File: src/rtl/seq_divider64_pkg.sv
// Shared definitions for the sequential divider.
//   - DefaultWidth / DefaultCntW: operand width and iteration counter width defaults
//   - DivZeroQuot: quotient reported when the divisor is zero
//   - state_e: FSM encoding (2'b11 is illegal and recovers to idle)
package seq_divider64_pkg;

  localparam int unsigned DefaultWidth = 64;
  localparam int unsigned DefaultCntW  = 7;

  localparam logic [DefaultWidth-1:0] DivZeroQuot = '1;

  typedef enum logic [1:0] {
    StIdle = 2'b00,
    StExec = 2'b01,
    StDone = 2'b10
  } state_e;

endpackage

File: src/rtl/seq_divider64_if.sv
// Handshake and operand/result bundle for seq_divider64.
//   master: drives op_start, op_clear, dividend, divisor; reads results
//   slave : the divider; drives quotient, remainder, done, busy, div_by_zero
interface seq_divider64_if #(
  parameter int unsigned WIDTH = 64
);
  logic             op_start;
  logic             op_clear;
  logic [WIDTH-1:0] dividend;
  logic [WIDTH-1:0] divisor;
  logic [WIDTH-1:0] quotient;
  logic [WIDTH-1:0] remainder;
  logic             done;
  logic             busy;
  logic             div_by_zero;

  modport master (
    output op_start, op_clear, dividend, divisor,
    input  quotient, remainder, done, busy, div_by_zero
  );

  modport slave (
    input  op_start, op_clear, dividend, divisor,
    output quotient, remainder, done, busy, div_by_zero
  );
endinterface

File: src/rtl/seq_divider64_sub65.sv
// (WIDTH+1)-bit subtractor: o_diff = i_a - i_b computed as i_a + ~i_b + 1.
// Built from 4-bit carry-lookahead groups rippling group to group, plus one
// full-adder bit on top. WIDTH must be a multiple of 4.
//   i_a, i_b : minuend / subtrahend (WIDTH+1 bits)
//   o_diff   : difference (WIDTH+1 bits)
//   o_co     : carry out, 1 means no borrow (i_a >= i_b)
module seq_divider64_sub65 #(
  parameter int unsigned WIDTH = 64
) (
  input  logic [WIDTH:0] i_a,
  input  logic [WIDTH:0] i_b,
  output logic [WIDTH:0] o_diff,
  output logic           o_co
);

  localparam int unsigned NumGroups = WIDTH / 4;

  logic [WIDTH:0] w_bn;
  logic [3:0]     w_g;
  logic [3:0]     w_p;
  logic [4:0]     w_cc;
  logic           w_c;

  assign w_bn = ~i_b;

  // Group carries are resolved inside one process so the ripple between groups
  // is not seen as a combinational loop on a shared vector.
  always_comb begin
    w_g    = '0;
    w_p    = '0;
    w_cc   = '0;
    w_c    = 1'b1;  // +1 of the two's-complement negate
    o_diff = '0;
    o_co   = 1'b0;
    for (int g = 0; g < NumGroups; g++) begin
      w_g     = i_a[4*g +: 4] & w_bn[4*g +: 4];
      w_p     = i_a[4*g +: 4] ^ w_bn[4*g +: 4];
      w_cc[0] = w_c;
      w_cc[1] = w_g[0] | (w_p[0] & w_c);
      w_cc[2] = w_g[1] | (w_p[1] & w_g[0]) | (w_p[1] & w_p[0] & w_c);
      w_cc[3] = w_g[2] | (w_p[2] & w_g[1]) | (w_p[2] & w_p[1] & w_g[0])
              | (w_p[2] & w_p[1] & w_p[0] & w_c);
      w_cc[4] = w_g[3] | (w_p[3] & w_g[2]) | (w_p[3] & w_p[2] & w_g[1])
              | (w_p[3] & w_p[2] & w_p[1] & w_g[0])
              | (w_p[3] & w_p[2] & w_p[1] & w_p[0] & w_c);
      o_diff[4*g +: 4] = w_p ^ w_cc[3:0];
      w_c = w_cc[4];
    end
    o_diff[WIDTH] = i_a[WIDTH] ^ w_bn[WIDTH] ^ w_c;
    o_co          = (i_a[WIDTH] & w_bn[WIDTH]) | (i_a[WIDTH] & w_c) | (w_bn[WIDTH] & w_c);
  end

endmodule

File: src/rtl/seq_divider64.sv
// Multicycle restoring divider, one quotient bit per cycle.
// Optional macro DIV_SIGNED_EN: two's-complement operands with a sign fix-up
// cycle before done; undefined gives a purely unsigned divider.
//   i_clk   : clock, rising edge
//   i_reset : synchronous active-high reset
//   bus     : seq_divider64_if slave (start/clear, operands, results, done/busy/dbz)
// Result latency after the accepting edge T: done from T+WIDTH+1 (T+WIDTH+2 signed),
// T+1 for a zero divisor.
module seq_divider64
  import seq_divider64_pkg::*;
#(
  parameter int unsigned WIDTH = DefaultWidth,
  parameter int unsigned CNT_W = DefaultCntW
) (
  input  logic                  i_clk,
  input  logic                  i_reset,
  seq_divider64_if.slave        bus
);

  state_e           r_state;
  logic [WIDTH-1:0] r_q;
  logic [WIDTH-1:0] r_d;
  logic [WIDTH:0]   r_r;
  logic [CNT_W-1:0] r_cnt;
  logic             r_dz;
  logic [WIDTH-1:0] r_quotient;
  logic [WIDTH-1:0] r_remainder;
  logic             r_done;
  logic             r_busy;
  logic             r_div_by_zero;

  logic [WIDTH:0]   w_rs;
  logic [WIDTH:0]   w_diff;
  logic             w_co;
  logic [WIDTH-1:0] w_dvd_mag;
  logic [WIDTH-1:0] w_dvs_mag;
  logic             w_unused_r_msb;

`ifdef DIV_SIGNED_EN
  logic r_sq;
  logic r_sr;
  assign w_dvd_mag = bus.dividend[WIDTH-1] ? (~bus.dividend + 1'b1) : bus.dividend;
  assign w_dvs_mag = bus.divisor[WIDTH-1]  ? (~bus.divisor + 1'b1)  : bus.divisor;
`else
  assign w_dvd_mag = bus.dividend;
  assign w_dvs_mag = bus.divisor;
`endif

  // Partial remainder stays below the divisor, so its top bit only matters
  // inside the trial subtraction.
  assign w_unused_r_msb = r_r[WIDTH];

  assign w_rs = {r_r[WIDTH-1:0], r_q[WIDTH-1]};

  seq_divider64_sub65 #(
    .WIDTH (WIDTH)
  ) u_sub (
    .i_a    (w_rs),
    .i_b    ({1'b0, r_d}),
    .o_diff (w_diff),
    .o_co   (w_co)
  );

  always_ff @(posedge i_clk) begin
    if (i_reset || bus.op_clear) begin
      r_state       <= StIdle;
      r_q           <= '0;
      r_d           <= '0;
      r_r           <= '0;
      r_cnt         <= '0;
      r_dz          <= 1'b0;
      r_quotient    <= '0;
      r_remainder   <= '0;
      r_done        <= 1'b0;
      r_busy        <= 1'b0;
      r_div_by_zero <= 1'b0;
`ifdef DIV_SIGNED_EN
      r_sq          <= 1'b0;
      r_sr          <= 1'b0;
`endif
    end else begin
      case (r_state)
        StIdle: begin
          if (bus.op_start) begin
            r_cnt <= '0;
            if (bus.divisor == '0) begin
              r_q     <= WIDTH'(DivZeroQuot);
              r_r     <= {1'b0, bus.dividend};
              r_d     <= '0;
              r_dz    <= 1'b1;
              r_state <= StDone;
            end else begin
              r_q     <= w_dvd_mag;
              r_d     <= w_dvs_mag;
              r_r     <= '0;
              r_dz    <= 1'b0;
              r_busy  <= 1'b1;
              r_state <= StExec;
`ifdef DIV_SIGNED_EN
              r_sq    <= bus.dividend[WIDTH-1] ^ bus.divisor[WIDTH-1];
              r_sr    <= bus.dividend[WIDTH-1];
`endif
            end
          end
        end
        StExec: begin
`ifdef DIV_SIGNED_EN
          if (r_cnt == CNT_W'(WIDTH)) begin
            // Extra cycle after the last iteration applies the result signs.
            r_q     <= r_sq ? (~r_q + 1'b1) : r_q;
            r_r     <= r_sr ? (~r_r + 1'b1) : r_r;
            r_busy  <= 1'b0;
            r_state <= StDone;
          end else begin
            r_r   <= w_co ? w_diff : w_rs;
            r_q   <= {r_q[WIDTH-2:0], w_co};
            r_cnt <= r_cnt + 1'b1;
          end
`else
          r_r   <= w_co ? w_diff : w_rs;
          r_q   <= {r_q[WIDTH-2:0], w_co};
          r_cnt <= r_cnt + 1'b1;
          if (r_cnt == CNT_W'(WIDTH - 1)) begin
            r_busy  <= 1'b0;
            r_state <= StDone;
          end
`endif
        end
        StDone: begin
          // Outputs load once on entry and then hold until clear/reset.
          if (!r_done) begin
            r_quotient    <= r_q;
            r_remainder   <= r_r[WIDTH-1:0];
            r_div_by_zero <= r_dz;
            r_done        <= 1'b1;
          end
        end
        default: begin
          r_state <= StIdle;
          r_busy  <= 1'b0;
          r_done  <= 1'b0;
        end
      endcase
    end
  end

  assign bus.quotient    = r_quotient;
  assign bus.remainder   = r_remainder;
  assign bus.done        = r_done;
  assign bus.busy        = r_busy;
  assign bus.div_by_zero = r_div_by_zero;

endmodule

File: src/flat_wrapper.sv
// flat-port wrapper written by rule: the top's interface ports become plain ports
module seq_divider64_flat import seq_divider64_pkg::*;
#(
  parameter int unsigned WIDTH = DefaultWidth,
  parameter int unsigned CNT_W = DefaultCntW
)
  (i_clk, i_reset, bus_op_start, bus_op_clear, bus_dividend, bus_divisor, bus_quotient, bus_remainder, bus_done, bus_busy, bus_div_by_zero);
  seq_divider64_if #(.WIDTH(WIDTH)) bus_i ();
  input  logic i_clk;
  input  logic i_reset;
  input wire logic [$bits(bus_i.op_start)-1:0] bus_op_start;
  input wire logic [$bits(bus_i.op_clear)-1:0] bus_op_clear;
  input wire logic [$bits(bus_i.dividend)-1:0] bus_dividend;
  input wire logic [$bits(bus_i.divisor)-1:0] bus_divisor;
  output wire logic [$bits(bus_i.quotient)-1:0] bus_quotient;
  output wire logic [$bits(bus_i.remainder)-1:0] bus_remainder;
  output wire logic [$bits(bus_i.done)-1:0] bus_done;
  output wire logic [$bits(bus_i.busy)-1:0] bus_busy;
  output wire logic [$bits(bus_i.div_by_zero)-1:0] bus_div_by_zero;
  assign bus_i.op_start = bus_op_start;
  assign bus_i.op_clear = bus_op_clear;
  assign bus_i.dividend = bus_dividend;
  assign bus_i.divisor = bus_divisor;
  assign bus_quotient = bus_i.quotient;
  assign bus_remainder = bus_i.remainder;
  assign bus_done = bus_i.done;
  assign bus_busy = bus_i.busy;
  assign bus_div_by_zero = bus_i.div_by_zero;
  seq_divider64 #(.WIDTH(WIDTH), .CNT_W(CNT_W)) u_core (.i_clk(i_clk), .i_reset(i_reset), .bus(bus_i));
endmodule
File: config.mk
export PLATFORM = sky130hd
export DESIGN_NAME = seq_divider64_flat
export DESIGN_NICKNAME = d
export VERILOG_FILES = /design/src/rtl/seq_divider64_pkg.sv /design/src/rtl/seq_divider64_if.sv /design/src/rtl/seq_divider64_sub65.sv /design/src/rtl/seq_divider64.sv /design/src/flat_wrapper.sv
export SDC_FILE = /design/constraint.sdc
export NUM_CORES = 1
export LEC_CHECK = 0
export BUFFER_PORTS_ARGS = -buffer_cell sky130_fd_sc_hd__clkbuf_2
export CAP_MARGIN = 20
export CORE_AREA = 2 2 196 217
export CTS_CLUSTER_DIAMETER = 50
export DETAILED_ROUTE_END_ITERATION = 8
export DIE_AREA = 0 0 198 219
export GPL_TIMING_DRIVEN = 0
export PLACE_DENSITY_LB_ADDON = 0.12
export SETUP_SLACK_MARGIN = 0.4
export SLEW_MARGIN = 20
export SYNTH_ARGS = -nofsm -noshare
export SYNTH_HDL_FRONTEND = slang
export SYNTH_SLANG_ARGS = --single-unit
File: constraint.sdc
create_clock -name i_clk -period 3.3 [get_ports i_clk]
set_input_delay 0.66 -clock i_clk [delete_from_list [all_inputs] [get_ports i_clk]]
set_output_delay 0.66 -clock i_clk [all_outputs]
set_load 0.02 [all_outputs]
Word-level counts from Yosys, hierarchy flattened
Cells that the tools add are included.
{"block": "totals", "register_bits": 333, "in_bits": 132, "output_inout_bits": 131}
{"block": "classes", "n_addsub": 1, "eq_ne": 6, "muxes": 20, "bitwise_logic": 468, "reduce_logical": 10}
{"operator": "two-way mux 64 bit", "count": 6}
{"operator": "case mux 64 bit (2 select lines)", "count": 2}
{"operator": "AND 1 bit", "count": 255}
{"operator": "bitwise OR 1 bit", "count": 162}
{"operator": "bitwise XOR 4 bit", "count": 32}
{"operator": "NOT 64 -> 65 bit", "count": 1}
{"operator": "AND 4 bit", "count": 16}
{"operator": "zero test 64 bit", "count": 1}
{"operator": "case mux 7 bit (2 select lines)", "count": 1}
{"operator": "adder 7 x 1 -> 7 bit, second input constant", "count": 1}
{"operator": "equality test 7 x 6 -> 1 bit, second input constant", "count": 1}
{"operator": "two-way mux 7 bit", "count": 1}
{"operator": "two-way mux 2 bit", "count": 3}
{"operator": "case mux 2 bit (3 select lines)", "count": 1}
{"operator": "AND reduction 2 bit", "count": 3}
{"operator": "two-way mux 1 bit", "count": 4}
{"operator": "inequality test 2 bit, second input constant", "count": 2}
{"operator": "AND reduction 4 bit", "count": 1}
{"operator": "case mux 1 bit (3 select lines)", "count": 1}
{"operator": "AND reduction 3 bit", "count": 1}
{"operator": "equality test 2 x 1 -> 1 bit, second input constant", "count": 1}
{"operator": "equality test 2 bit, second input constant", "count": 1}
{"operator": "zero test 2 bit", "count": 1}
{"operator": "inequality test 2 x 1 -> 1 bit, second input constant", "count": 1}
{"operator": "other kinds (5)", "count": 6}

Logic depth before layout (Yosys ltp)
{"block": "logic_depth", "depth_word": 42, "mapped_depth": 17}

Hierarchy
From an unflattened synthesis, not the netlist that was laid out.
{"block": "hier_totals", "cells_unflattened": 2100, "hier_area_um2": 16911.2}
{"module": "seq_divider64", "n_inst": 1, "cells_each": 1669, "area_per_inst_um2": 13718.2}
{"module": "seq_divider64_sub65", "n_inst": 1, "cells_each": 431, "area_per_inst_um2": 3193.1}

Worst setup path after synthesis
OpenSTA, ideal clock, no wires.
{"block": "synth_path", "path_kind": "flip-flop to flip-flop", "startpoint": "register u_core.r_d[4]", "endpoint": "register u_core.r_r[60]", "arrival_ns": 3.391, "t_required_ns": 3.177, "slack_ns": -0.214, "stages_incl_launch_ff": 16, "n_path_buf": 0, "synth_period_minus_slack_ns": 3.514, "path_cell_list": "dfxtp_1 > inv_1 > ha_1 > and3_1 > or2_1 > o2111ai_2 > o31ai_4 > o21ai_0 > o21ai_1 > o21a_1 > o21ai_0 > nand2b_1 > fa_1 > mux2_1 > a221oi_1 > nor2_1"}
{"block": "synth_via", "elab_chain_len": 38, "elab_cells_between_ends": 43, "classes_between": "mux (2); bitwise (41)"}
{"element": "from (decl)", "line_no": "seq_divider64.sv:22", "source": "logic [WIDTH-1:0] r_d;"}
{"element": "from (signal assigned)", "line_no": "seq_divider64.sv:94", "source": "r_d <= w_dvs_mag;"}
{"element": "NOT 64 -> 65 bit (*)", "line_no": "seq_divider64_sub65.sv:24", "source": "assign w_bn = ~i_b;"}
{"element": "AND 4 bit or bitwise XOR 4 bit (tied branches)", "line_no": "seq_divider64_sub65.sv:36, seq_divider64_sub65.sv:37"}
{"element": "AND 1 bit (on tied branches)", "line_no": "seq_divider64_sub65.sv:44, seq_divider64_sub65.sv:45"}
{"element": "bitwise OR 1 bit or AND 1 bit (tied branches)", "line_no": "seq_divider64_sub65.sv:44, seq_divider64_sub65.sv:45"}
{"element": "bitwise OR 1 bit (*)", "line_no": "seq_divider64_sub65.sv:45", "source": "| (w_p[3] & w_p[2] & w_p[1] & w_p[0] & w_c);"}
{"element": "AND 1 bit (*)", "line_no": "seq_divider64_sub65.sv:45"}
{"element": "bitwise OR 1 bit (*)", "line_no": "seq_divider64_sub65.sv:45"}
{"element": "AND 1 bit (*)", "line_no": "seq_divider64_sub65.sv:45"}
{"element": "[... 21 more ...]"}
{"element": "AND 1 bit (*)", "line_no": "seq_divider64_sub65.sv:45"}
{"element": "bitwise OR 1 bit (*)", "line_no": "seq_divider64_sub65.sv:45"}
{"element": "AND 1 bit", "line_no": "seq_divider64_sub65.sv:45"}
{"element": "bitwise OR 1 bit", "line_no": "seq_divider64_sub65.sv:45"}
{"element": "AND 1 bit", "line_no": "seq_divider64_sub65.sv:50", "source": "o_co = (i_a[WIDTH] & w_bn[WIDTH]) | (i_a[WIDTH] & w_c) | (w_bn[WIDTH] & w_c);"}
{"element": "bitwise OR 1 bit (2 in a row)", "line_no": "seq_divider64_sub65.sv:50"}
{"element": "two-way mux 64 bit (*)", "line_no": "seq_divider64.sv:120", "source": "r_r <= w_co ? w_diff : w_rs;"}
{"element": "case mux 64 bit (2 select lines) (*)", "line_no": "seq_divider64.sv:82", "source": "case (r_state)"}
{"element": "to (signal assigned)", "line_no": "seq_divider64.sv:88", "source": "r_r <= {1'b0, bus.dividend};"}
{"element": "to (signal assigned)", "line_no": "seq_divider64.sv:120"}
{"element": "to (decl)", "line_no": "seq_divider64.sv:23", "source": "logic [WIDTH:0] r_r;"}
Every way passes the cells marked *; elsewhere a longest branch is shown, timed or not.
A chain may end at the register's enable or synchronous reset.

Final worst setup path
{"block": "layout_path", "startpoint": "register u_core.r_d[8]", "endpoint": "register u_core.r_r[60]"}
{"block": "layout_via", "elab_chain_len": 36, "elab_cells_between_ends": 41, "classes_between": "mux (2); bitwise (39)"}
{"element": "NOT 64 -> 65 bit (*)", "line_no": "seq_divider64_sub65.sv:24"}
{"element": "AND 4 bit or bitwise XOR 4 bit (tied branches)", "line_no": "seq_divider64_sub65.sv:36, seq_divider64_sub65.sv:37"}
{"element": "AND 1 bit (on tied branches)", "line_no": "seq_divider64_sub65.sv:44, seq_divider64_sub65.sv:45"}
{"element": "bitwise OR 1 bit or AND 1 bit (tied branches)", "line_no": "seq_divider64_sub65.sv:44, seq_divider64_sub65.sv:45"}
{"element": "bitwise OR 1 bit (*)", "line_no": "seq_divider64_sub65.sv:45"}
{"element": "AND 1 bit (*)", "line_no": "seq_divider64_sub65.sv:45"}
{"element": "bitwise OR 1 bit (*)", "line_no": "seq_divider64_sub65.sv:45"}
{"element": "AND 1 bit (*)", "line_no": "seq_divider64_sub65.sv:45"}
{"element": "[... 19 more ...]"}
{"element": "AND 1 bit (*)", "line_no": "seq_divider64_sub65.sv:45"}
{"element": "bitwise OR 1 bit (*)", "line_no": "seq_divider64_sub65.sv:45"}
{"element": "AND 1 bit", "line_no": "seq_divider64_sub65.sv:45"}
{"element": "bitwise OR 1 bit", "line_no": "seq_divider64_sub65.sv:45"}
{"element": "AND 1 bit", "line_no": "seq_divider64_sub65.sv:50"}
{"element": "bitwise OR 1 bit (2 in a row)", "line_no": "seq_divider64_sub65.sv:50"}
{"element": "two-way mux 64 bit (*)", "line_no": "seq_divider64.sv:120"}
{"element": "case mux 64 bit (2 select lines) (*)", "line_no": "seq_divider64.sv:82"}
Marked as above.

==> impl_metrics.yaml <==
run_status:
  outcome: "finished with violations"
  violations: "setup timing"
power:
  leakage_nw: 7.93
  p_int_mw: 8.23
  vdd_drop_max_mv: 0.317
  p_clk_share_pct: 38.3
  power_per_cell_area_mw_per_mm2: 563
  total_power_mw: 12.0
  pwr-share-seq_pct: 35.4
  power_frac_comb_pct: 26.3
  swShare_pct: 31.3
  p_switching_mw: 3.75
synth:
  avgSynthCellArea_sq_um: 7.78
  synth.yosys.warnings: 0
  synth_xor_xnor_area_share_pct: 1.99
  synthCells: 2093
  yosys.area_share.simple_pct: 18.3
  ys.flop_type: "dfxtp_1"
  ys_async_sr_fraction_pct: 0
  synth_mux_area_share_pct: 0.446
  synthTopCellsByCount: "512 x nand2_1, 409 x a21oi_1, 333 x dfxtp_1, 127 x clkbuf_1, 94 x inv_1"
  synth.cell_area_sq_mm: 0.0163
  synth.most_common_cell: "nand2_1"
  yosys.area.top_type: "dfxtp_1"
  synth_fa_ha_area_share_pct: 6.91
  syn-num-nets: 2306
  synth_seq_area_share_pct: 40.9
  synth_top_family_by_area: "compound AO/OA/AOI/OAI gates"
  synth_seq_cells: 333
  synth_edf_count: 0
  synth.area.top_cells: "dfxtp_1 41%, a21oi_1 13%, nand2_1 12%"
  synth_cell_types: 68
  netlist.area_leader.share_pct: 40.9
  synth_compound_gate_area_share_pct: 25.3
cells_and_area:
  final_util_pct: 51.8
  drive_above_1_share_pct: 24.4
  nets: 2676
  area_growth_pct: 30.7
timing:
  fin_ws_ps: -89.2
  fin_crit_ps: 3390
  drv_slew: 0
  period_share_pct: 103
  setup_viol: 13
  hold_slack_ps: 331
  tightest_slew_ps: 1140
  finClkSkew_ps: 20.8
  fmax_mhz: 295
  hold_viol_final: 0
  slew_headroom_pct: 23.8
  fin_setup_tns_ps: -237
  rsz0062_at_grt: "yes"
clock_network:
  postCtsHoldBufs: 0
  root_buffer: "clkbuf_16"
  path_clk_slew_ps: 60
  clockBufferDepth: 3
  worstSkewPairLatency_ps: 550
  numCtsBuffers: 41
  cts_tree: "built"
  cts.sinks: 333
  h-tree-depth: 2
floorplan:
  num_rows: 78
  die_y_um: 219
  dieArea_sq_mm: 0.0434
  core_sq_mm: 0.0411
  die_w_um: 198
  num_io_pins: 263
  initial_core_util_pct: 39.6
setup_path:
  critPathLaunchType: "flop"
  crit_path_max_fanout: 4
  required_ps: 3730
  arrival_ps: 3810
  end_kind: "flop"
  critPathKind: "flop to flop"
  reg2reg_from: "u_core.r_d[8]"
  crit_start: "u_core.r_d[8]"
drt:
  drt_wl_total_um: 62700
  vias: 16683
  drt_iter0_drc: 1110
  wire_per_inst_um: 20.5
  detail-route-antenna-nets: 0
  drt_first_pass_iters: 6
  vias_per_cell: 5.46
  drc: 0
global_route:
  antenna_found_initial: 2
  grt_max_degree: 14
  grt_pass1_wl_um: 93000
  grt_pass1_vias: 15731
  groute.usage.overall_pct: 28.1
  overflow: 0
placement:
  portBuffers: 262
  dp_hpwl_um: 47200
  globalplace.congestion: 0.894
  dpl_worst_slack_ps: -1130
min_path:
  hold_path.startpoint: "bus_divisor[9]"
  hold_path.class: "input port to flop"
run:
  drv_cap: 0
-- worst max-delay path, stage by stage, from the launching register on --
cell	delay [ps]
dfxtp_4	360
inv_2	40
ha_4	270
nand4_1	210
nor4_4	380
o2111ai_4	180
o31ai_4	90
buf_6	160
o21ai_4	60
o21ai_2	180
o21a_1	190
o21ai_2	70
nand2b_1	90
fa_1	410
mux2_4	280
a221oi_2	220
nor2_1	70
-- placed cells by master, fill, tap and decap left out, drive strengths merged, types with 5 or more instances in the layout --
cell type  netlist  routed
a211oi          12      12
a21o            13      13
a21oi          409     409
a221oi          10      10
a31oi           40      40
and3            13      13
buf             27      82
clkbuf         127     455
clkinv           0       5
dfxtp          333     333
fa              15      15
ha              66      66
inv             94      98
mux2i            5       5
nand2          512     512
nand2b           6       6
nand3           23      23
nand4           13      13
nor2            48      48
nor3            35      35
nor4            21      21
o211ai          26      26
o21ai           84      84
o221ai          64      64
or3              6       6
xnor2           17      17
xor2            20      20
-- flip-flops by register name, summed over array words and instances (netlist names) --
| name | flops |
|---|---|
| u_core.bus.done | 1 |
| u_core.r_q | 64 |
| u_core.r_dz | 1 |
| u_core.r_cnt | 7 |
| u_core.bus.div_by_zero | 1 |
| u_core.r_state | 2 |
| u_core.r_d | 64 |
| u_core.r_r | 64 |
| u_core.bus.quotient | 64 |
| u_core.bus.remainder | 64 |
| u_core.bus.busy | 1 |
-- cell families after synthesis --
group | Yosys count
simple gates | 696
mux | 7
compound gates | 691
flops | 333
fa+ha+maj | 81
buf+inv | 248
xor+xnor | 37
-- through the flow --
stage	instances	instance area (sq um)
5_1_grt	3054	21300
2_1_floorplan	2093	16400
4_1_cts	3039	20900
3_5_place_dp	2915	18500
6_report	3055	21300
3_3_place_gp	2915	18500
-- what timing repair did --
| item | 4_1_cts | 5_1_grt |
|---|---|---|
| pin swaps | 54 | 40 |
| gates cloned | 5 | 1 |
| endpoints found under the setup margin | 131 | 146 |
| resized for setup | 142 | 65 |
| buffers inserted | 45 | 14 |
| hold endpoints to repair | 0 | 0 |
-- cell type report --
| cell class | count | area, sq um |
|---|---|---|
| Antenna cell | 1 | 2.50 |
| Buffer | 154 | 752 |
| Clock buffer | 59 | 1230 |
| Clock inverter | 15 | 159 |
| Fill cell | 4023 | 19800 |
| Inverter | 94 | 353 |
| Multi-Input combinational cell | 1512 | 9410 |
| Sequential cell | 333 | 6730 |
| Tap cell | 560 | 701 |
| Timing Repair Buffer | 327 | 1950 |
-- worst paths after layout --
kind                              endpoint  slack [ps]  depth (start not counted)
setup reg to reg            u_core.r_r[60]         -90                         16
hold / removal               u_core.r_d[9]         330                          3
hold reg to reg   u_core.bus.remainder[50]         450                          2
setup / recovery            u_core.r_r[60]         -90                         16
-- power by group through the flow --
stage | combinational, mW | clock (mW) | sequential [mW]
floorplan | 1.57 | 0 | 4.28
global placement | 2.29 | 0 | 4.32
detailed placement | 2.30 | 0 | 4.32
CTS | 2.91 | 4.65 | 4.24
global route | 3.37 | 4.81 | 4.25
finish | 3.15 | 4.59 | 4.24
-- per-layer routing --
layer,share of wire [%],track usage (%),vias to the layer above
li1,-,-,8073
met1,45,39.0,7813
met2,44,43.7,682
met3,8.1,5.87,111
met4,3.0,8.97,4
met5,0.033,0,-
(Power assumes the default switching activity.)
